`config.mk`:
```
export PLATFORM = sky130hd
export DESIGN_NAME = load_store_unit
export DESIGN_NICKNAME = d
export VERILOG_FILES = /design/src/rtl/load_store_unit.sv
export SDC_FILE = /design/constraint.sdc
export NUM_CORES = 1
export LEC_CHECK = 0
export ABC_CLOCK_PERIOD_IN_PS = 2700
export CAP_MARGIN = 40
export CORE_UTILIZATION = 44
export DETAILED_ROUTE_END_ITERATION = 10
export MAX_ROUTING_LAYER = met4
export PLACE_DENSITY_LB_ADDON = 0.08
export RECOVER_POWER = 50
export SYNTH_ARGS = -nofsm -noshare
export SYNTH_HDL_FRONTEND = slang
export SYNTH_SLANG_ARGS = --single-unit
```
`constraint.sdc`:
```
create_clock -name i_clk -period 2.7 [get_ports i_clk]
set_clock_uncertainty 0.2 [all_clocks]
set_input_delay 0.81 -clock i_clk [delete_from_list [all_inputs] [get_ports i_clk]]
set_output_delay 0.81 -clock i_clk [all_outputs]
set_load 0.005 [all_outputs]
```
`src/rtl/load_store_unit.sv`:
```
// RV32I load/store initiator for a word-wide data memory (async read, whole-word write).
// Sub-word stores are performed as read-modify-write; bad addresses/funct3 fault without access.
module load_store_unit #(
  parameter int                    DATA_WIDTH = 32,
  parameter logic [DATA_WIDTH-1:0] MEM_TOP    = 32'h0001FFFF
) (
  input  logic                  i_clk,
  input  logic                  i_rst,
  input  logic                  i_req_valid,
  output logic                  o_req_ready,
  input  logic                  i_req_we,
  input  logic [2:0]            i_req_funct3,
  input  logic [DATA_WIDTH-1:0] i_req_addr,
  input  logic [DATA_WIDTH-1:0] i_req_wdata,
  output logic                  o_resp_valid,
  output logic [DATA_WIDTH-1:0] o_resp_rdata,
  output logic                  o_resp_fault,
  output logic                  o_mem_we,
  output logic [DATA_WIDTH-1:0] o_mem_a,
  output logic [DATA_WIDTH-1:0] o_mem_wd,
  input  logic [DATA_WIDTH-1:0] i_mem_rd
);

  typedef enum logic [1:0] {
    S_IDLE   = 2'd0,
    S_ACCESS = 2'd1,
    S_WRITE  = 2'd2,
    S_RESP   = 2'd3
  } state_t;

  function automatic logic funct3_illegal(input logic we, input logic [2:0] f3);
    logic bad;
    if (we) begin
      case (f3)
        3'b000, 3'b001, 3'b010: bad = 1'b0;
        default:                bad = 1'b1;
      endcase
    end else begin
      case (f3)
        3'b011, 3'b110, 3'b111: bad = 1'b1;
        default:                bad = 1'b0;
      endcase
    end
    return bad;
  endfunction

  function automatic logic [DATA_WIDTH-1:0] format_load(input logic [2:0] f3,
                                                        input logic [DATA_WIDTH-1:0] rd);
    logic [DATA_WIDTH-1:0] v;
    case (f3)
      3'b000:  v = {{(DATA_WIDTH-8){rd[7]}}, rd[7:0]};
      3'b001:  v = {{(DATA_WIDTH-16){rd[15]}}, rd[15:0]};
      3'b010:  v = rd;
      3'b100:  v = {{(DATA_WIDTH-8){1'b0}}, rd[7:0]};
      3'b101:  v = {{(DATA_WIDTH-16){1'b0}}, rd[15:0]};
      default: v = {DATA_WIDTH{1'b0}};
    endcase
    return v;
  endfunction

  state_t                r_state;
  logic                  r_we;
  logic [2:0]            r_funct3;
  logic [15:0]           r_wdata;
  logic                  r_fault;
  logic                  r_mem_we;
  logic [DATA_WIDTH-1:0] r_mem_a;
  logic [DATA_WIDTH-1:0] r_mem_wd;
  logic                  r_resp_valid;
  logic [DATA_WIDTH-1:0] r_resp_rdata;
  logic                  r_resp_fault;

  logic [DATA_WIDTH:0]   w_addr_limit;
  logic                  w_fault;
  logic                  w_sw_ok;
  logic [DATA_WIDTH-1:0] w_merge;

  // Fault and SW decisions are made from the request itself so mem_we can be registered for ACCESS.
  assign w_addr_limit = {1'b0, MEM_TOP} - {{(DATA_WIDTH-1){1'b0}}, 2'b11};
  assign w_fault      = ({1'b0, i_req_addr} > w_addr_limit) | funct3_illegal(i_req_we, i_req_funct3);
  assign w_sw_ok      = i_req_we & (i_req_funct3 == 3'b010) & ~w_fault;
  assign w_merge      = r_funct3[0] ? {i_mem_rd[DATA_WIDTH-1:16], r_wdata[15:0]}
                                    : {i_mem_rd[DATA_WIDTH-1:8],  r_wdata[7:0]};

  // Request FSM; RESP also accepts so a new request can start in the response cycle.
  always_ff @(posedge i_clk) begin
    if (i_rst) begin
      r_state      <= S_IDLE;
      r_we         <= 1'b0;
      r_funct3     <= 3'b000;
      r_wdata      <= 16'h0000;
      r_fault      <= 1'b0;
      r_mem_we     <= 1'b0;
      r_mem_a      <= {DATA_WIDTH{1'b0}};
      r_mem_wd     <= {DATA_WIDTH{1'b0}};
      r_resp_valid <= 1'b0;
      r_resp_rdata <= {DATA_WIDTH{1'b0}};
      r_resp_fault <= 1'b0;
    end else begin
      case (r_state)
        S_IDLE, S_RESP: begin
          r_resp_valid <= 1'b0;
          if (i_req_valid) begin
            r_we     <= i_req_we;
            r_funct3 <= i_req_funct3;
            r_wdata  <= i_req_wdata[15:0];
            r_fault  <= w_fault;
            r_mem_a  <= i_req_addr;
            r_mem_we <= w_sw_ok;
            r_mem_wd <= w_sw_ok ? i_req_wdata : {DATA_WIDTH{1'b0}};
            r_state  <= S_ACCESS;
          end else begin
            r_state  <= S_IDLE;
          end
        end
        S_ACCESS: begin
          if (!r_fault && r_we && (r_funct3 != 3'b010)) begin
            r_mem_we <= 1'b1;
            r_mem_wd <= w_merge;
            r_state  <= S_WRITE;
          end else begin
            r_mem_we     <= 1'b0;
            r_mem_wd     <= {DATA_WIDTH{1'b0}};
            r_mem_a      <= {DATA_WIDTH{1'b0}};
            r_resp_valid <= 1'b1;
            r_resp_fault <= r_fault;
            r_resp_rdata <= (r_fault || r_we) ? {DATA_WIDTH{1'b0}} : format_load(r_funct3, i_mem_rd);
            r_state      <= S_RESP;
          end
        end
        S_WRITE: begin
          r_mem_we     <= 1'b0;
          r_mem_wd     <= {DATA_WIDTH{1'b0}};
          r_mem_a      <= {DATA_WIDTH{1'b0}};
          r_resp_valid <= 1'b1;
          r_resp_fault <= 1'b0;
          r_resp_rdata <= {DATA_WIDTH{1'b0}};
          r_state      <= S_RESP;
        end
        default: begin
          r_state <= S_IDLE;
        end
      endcase
    end
  end

  // Reset masks everything immediately so an interrupted read-modify-write never commits.
  assign o_req_ready  = ((r_state == S_IDLE) || (r_state == S_RESP)) & ~i_rst;
  assign o_mem_we     = r_mem_we & ~i_rst;
  assign o_mem_a      = i_rst ? {DATA_WIDTH{1'b0}} : r_mem_a;
  assign o_mem_wd     = i_rst ? {DATA_WIDTH{1'b0}} : r_mem_wd;
  assign o_resp_valid = r_resp_valid & ~i_rst;
  assign o_resp_rdata = i_rst ? {DATA_WIDTH{1'b0}} : r_resp_rdata;
  assign o_resp_fault = r_resp_fault & ~i_rst;

endmodule
```
Word-level counts from Yosys, hierarchy flattened
Cells that the tools add are included.
{"block": "word_totals", "inputBits": 103, "elab_cells": 79, "register_bits": 122}
{"block": "op_classes", "order_cmp": 1, "n_reduce_logical": 15, "n_eq_ne": 15, "mux": 28, "bitwise": 9}
{"operator": "$mux W32", "n": 10}
{"operator": "$pmux W32 S3", "n": 2}
{"operator": "$pmux W32 S5", "n": 1}
{"operator": "$pmux W32 S2", "n": 1}
{"operator": "$gt A32 B17 Y1 const B", "n": 1}
{"operator": "$mux W16", "n": 1}
{"operator": "$eq A3 B3 Y1 const B", "n": 4}
{"operator": "$eq A3 B2 Y1 const B", "n": 3}
{"operator": "$mux W1", "n": 9}
{"operator": "$and A1 B1 Y1", "n": 6}
{"operator": "$eq A3 B1 Y1 const B", "n": 2}
{"operator": "$logic_not A3 Y1", "n": 2}
{"operator": "$pmux W1 S3", "n": 2}
{"operator": "$pmux W2 S3", "n": 1}
{"operator": "$reduce_and A2 Y1", "n": 3}
{"operator": "$reduce_or A3 Y1", "n": 2}
{"operator": "$eq A2 B2 Y1 const B", "n": 2}
{"operator": "$ne A2 B2 Y1 const B", "n": 2}
{"operator": "$ne A3 B2 Y1 const B", "n": 1}
{"operator": "$eq A2 B1 Y1 const B", "n": 1}
{"operator": "$logic_and A1 B1 Y1", "n": 2}
{"operator": "$logic_not A2 Y1", "n": 1}
{"operator": "$logic_or A1 B1 Y1", "n": 2}
{"operator": "$not A1 Y1", "n": 2}
{"operator": "other kinds (5)", "n": 5}

Longest topological paths before layout
{"block": "depth", "depth_word": 10, "depth_mapped": 8, "mapped_depth_nobuf": 6}

Least setup slack after synthesis
No wires, ideal clock.
{"block": "synth_timing", "kind": "input to output", "from": "in i_rst", "to": "out o_mem_wd[0]", "stages": 4, "slack_ns": -0.045, "arrival_ns": 1.735, "t_required_ns": 1.690, "n_path_buf": 3, "cell_sequence": "clkbuf_1 -> clkbuf_1 -> clkbuf_1 -> nor2b_1"}
{"block": "synth_between", "elab_chain_len": 1}
{"element": "start: declaration", "line_no": "8", "text": "input logic i_rst,"}
{"element": "$mux W32", "line_no": "151", "text": "assign o_mem_wd = i_rst ? {DATA_WIDTH{1'b0}} : r_mem_wd;"}
{"element": "end: declaration", "line_no": "20", "text": "output logic [DATA_WIDTH-1:0] o_mem_wd,"}
No other way between the ends.

Worst setup path in the final report
{"block": "layout_timing", "from": "in i_rst", "to": "out o_resp_rdata[25]"}
{"block": "layout_between", "elab_chain_len": 1}
{"element": "$mux W32", "line_no": "153", "text": "assign o_resp_rdata = i_rst ? {DATA_WIDTH{1'b0}} : r_resp_rdata;"}
{"element": "end: declaration", "line_no": "16", "text": "output logic [DATA_WIDTH-1:0] o_resp_rdata,"}
No other way between the ends.

==> run_results.csv <==
group,metric,value,unit
run_status,outcome,"complete, but fails checks",
run_status,violations,"setup timing",
final_layout,drive_gt1_frac,0.235,
setup_path,arrival,1.87,ns
sta,finalWorstPathRequiredPeriod,2.88,ns
final_layout,layout_common_cells,"143 x clkdlybuf4s50_1, 122 x dfxtp_1, 67 x buf_4, 56 x a21oi_1, 52 x nor2b_2",
floorplan,die_w,112,um
setup_path,cp_max_fo,45,
setup_path,crit_buf_inv,3,
synth,synth_cell_types,39,
drt,wl_per_cell,18.0,um
synth,ys_warn_count,0,
placement,dp.final_hpwl,11500,um
setup_path,r2r_end,"r_mem_wd[26]",
global_routing,antenna_found_initial,0,
setup_path,path_cells,"buf_6 > buf_12 > nor2b_2 > clkdlybuf4s50_1",
drt,wl_met1,7590,um
sta,rsz0062_at_grt,"yes",
sta,worst_pin_slew,1.03,ns
run,drv_cap,0,
synth,synth_area_leaders,"dfxtp_1 45%, nor2b_1 12%, a22o_1 6.5%, a21oi_1 5.2%, o2bb2ai_1 3.8%",
drt,first_pass_iters,5,
synth,ys.flop_type,"dfxtp_1",
setup_path,cp_num_cells,4,
clocking,clock-sinks,122,
setup_path,startpoint_type,"input pin",
drt,wl_met3,1140,um
global_routing,grt_usage,0.283,
floorplan,fp.dieArea,12700,sq um
global_routing,grt_overflow,0,
setup_path,crit_slowest_cell,"clkdlybuf4s50_1",
setup_path,endpoint,"o_resp_rdata[25]",
setup_path,cp-startpoint,"i_rst",
floorplan,die_h,112,um
global_routing,grt_pass1_wl,27400,um
final_layout,fin_nets,949,
clocking,clk_pin_slew_worst_paths,0.05,ns
synth,yosysSeqAreaShare,0.455,
synth,async_reset_ff_frac,0,
setup_path,rrSetupSlack,0.03,ns
drt,route.met2.wl,8900,um
clocking,clkLatencyLatePin,0.41,ns
sta,relSlewSlack,0.312,
clocking,clk_path_buf_depth,2,
drt,routed.top_layer,"met4",
worst_hold_path,worstHoldPathType,"flop to flop",
setup_path,crit_required,1.69,ns
sta,period_share,1.07,
final_layout,antenna_cells,0,
synth,syn_area_per_cell,9.06,sq um
drt,viasPerCell,5.52,
sta,fmax,348,MHz
clocking,holdBufCountCts,0,
clocking,cts_tree,"yes",
synth,synth.top_cell.area_share,0.455,
setup_path,path_class,"input pin to primary output",
sta,hold_viol,0,
final_layout,fin_util,0.783,
setup_path,r2r_cells,9,
synth,mappedNetlistArea,5370,sq um
synth,yosysTopAreaCell,"dfxtp_1",
floorplan,initial_core_util,0.460,
global_routing,grt_max_degree,46,
drt,antenna_left,0,
sta,finalSetupViolCount,43,
synth,synth-edff-count,0,
drt,drt_iter0_markers,399,
final_layout,final_common_cell,"clkdlybuf4s50_1",
placement,gp_congestion,0.837,
placement,post-place-cells,964,
synth,synth.net_count,698,
drt,remaining_drc_errors,0,
final_layout,area.growth.synth_to_final,70.0,%
placement,io_buffers,202,
global_routing,grt_pass1_vias,5520,
drt,routed_wl,18000,um
drt,dr_total_vias,5521,
clocking,htree_levels,4,
synth,synth_cells,593,
final_layout,instances_no_fill,1000,
floorplan,num_rows,39,
power,ir_worst_vdd,0.422,mV
sta,drv_slew,0,
sta,worst_slack,-0.177,ns
clocking,cts-root-buf,"clkbuf_16",
clocking,numCtsBuffers,17,
setup_path,reg2reg_from,"r_state[0]",
synth,synth_seq_cells,122,
setup_path,path_delay_family,"buffers and inverters",
setup_path,max_stage_delay,0.52,ns
setup_path,end_kind,"primary output",
power,leakage,4.08,nW
floorplan,core_area,11700,sq um
floorplan,ios,203,
power,power_density,777,nW/um^2
==> where the power goes <==
group	leakage [nW]	switching [W]	internal [W]
logic	2.78	0.00127	0.00111
registers	0.993	0.000123	0.00213
clock network	0.312	0.000772	0.00168
==> sequential cells by signal, summed over array words and instances (netlist names) <==
register      count
r_fault           1
r_funct3          3
r_mem_a          32
r_mem_wd         32
r_mem_we          1
r_resp_fault      1
r_resp_rdata     32
r_resp_valid      1
r_state           2
r_wdata          16
r_we              1
==> through the flow <==
step	setup TNS (ns)	power, W	instance area [sq um]	hold slack, ns	setup WS (ns)
after floorplan	-0.835	0.00352	5370	0.232	-0.0418
after global placement	-21.36	0.00451	8060	0.234	-0.236
after detailed placement	-22.61	0.00461	8070	0.244	-0.252
after CTS	-12.01	0.00709	8820	0.253	-0.182
after global routing	-8.39	0.00743	9130	0.270	-0.201
final	-5.93	0.00709	9130	0.251	-0.177
==> worst register-to-register path, cell delays in order (launching register included) <==
cell and delay [ns]:
dfxtp_1 0.33, inv_1 0.05, ha_1 0.30, clkbuf_1 0.27, nor2b_4 0.23, buf_2 0.72
nor2_1 0.09, buf_4 0.20, nor2_1 0.10, a211oi_1 0.06
==> what timing repair did <==
action	in CTS	in global routing
endpoints found under the setup margin	100	82
gates resized for setup	69	94
setup buffers	0	2
gates cloned	0	2
==> metal layers <==
| layer | vias up | GRT usage |
|---|---|---|
| met5 | - | - |
| met4 | 0 | 0.0871 |
| met3 | 29 | 0.0713 |
| met2 | 225 | 0.478 |
| met1 | 2625 | 0.330 |
| li1 | 2642 | - |
==> cells by family after synthesis <==
kind of cell             share of synthesized area
AO/OA/AOI/OAI                                0.255
adder cells (fa/ha/maj)                    0.00466
buffers and inverters                       0.0398
flip-flops                                   0.455
multiplexers                                0.0207
AND/OR/NAND/NOR                              0.225
==> final cells by class <==
type | count | area [sq um]
sequential | 122 | 2440
clock inverter | 8 | 165
timing repair buffer | 283 | 2810
multi-input combinational | 417 | 3050
tap | 143 | 179
fill | 791 | 2530
clock buffer | 24 | 472
inverter | 3 | 11.3
==> cell usage after synthesis, types with 2 or more instances <==
cell type and instances:
nand4_1 3, nand2b_1 23, nand3_1 3, mux2_2 9, nor3_1 6, o22ai_1 24, nor2_1 14, buf_1 6
a22oi_1 23, o2111ai_2 2, nand3b_1 2, buf_2 9, or4_1 2, nor4_1 3, ha_1 2, a211oi_1 19
nand2_1 44, clkbuf_1 36, dfxtp_1 122, a21oi_1 56, o21ai_0 3, inv_1 3, a22o_1 40, o2bb2ai_1 23
nor2b_1 102
==> how the worst min path moves through the flow <==
stage	startpoint	endpoint	slack (ns)	cells past startpoint
5_1_grt	r_wdata[5]	r_wdata[5]	0.27	2
3_3_place_gp	r_wdata[15]	r_wdata[15]	0.23	2
2_1_floorplan	r_resp_fault	r_resp_fault	0.23	2
3_5_place_dp	r_wdata[0]	r_wdata[0]	0.24	2
4_1_cts	r_resp_fault	r_resp_fault	0.25	2
6_report	r_wdata[10]	r_wdata[10]	0.25	2
(Power assumes the default switching activity.)
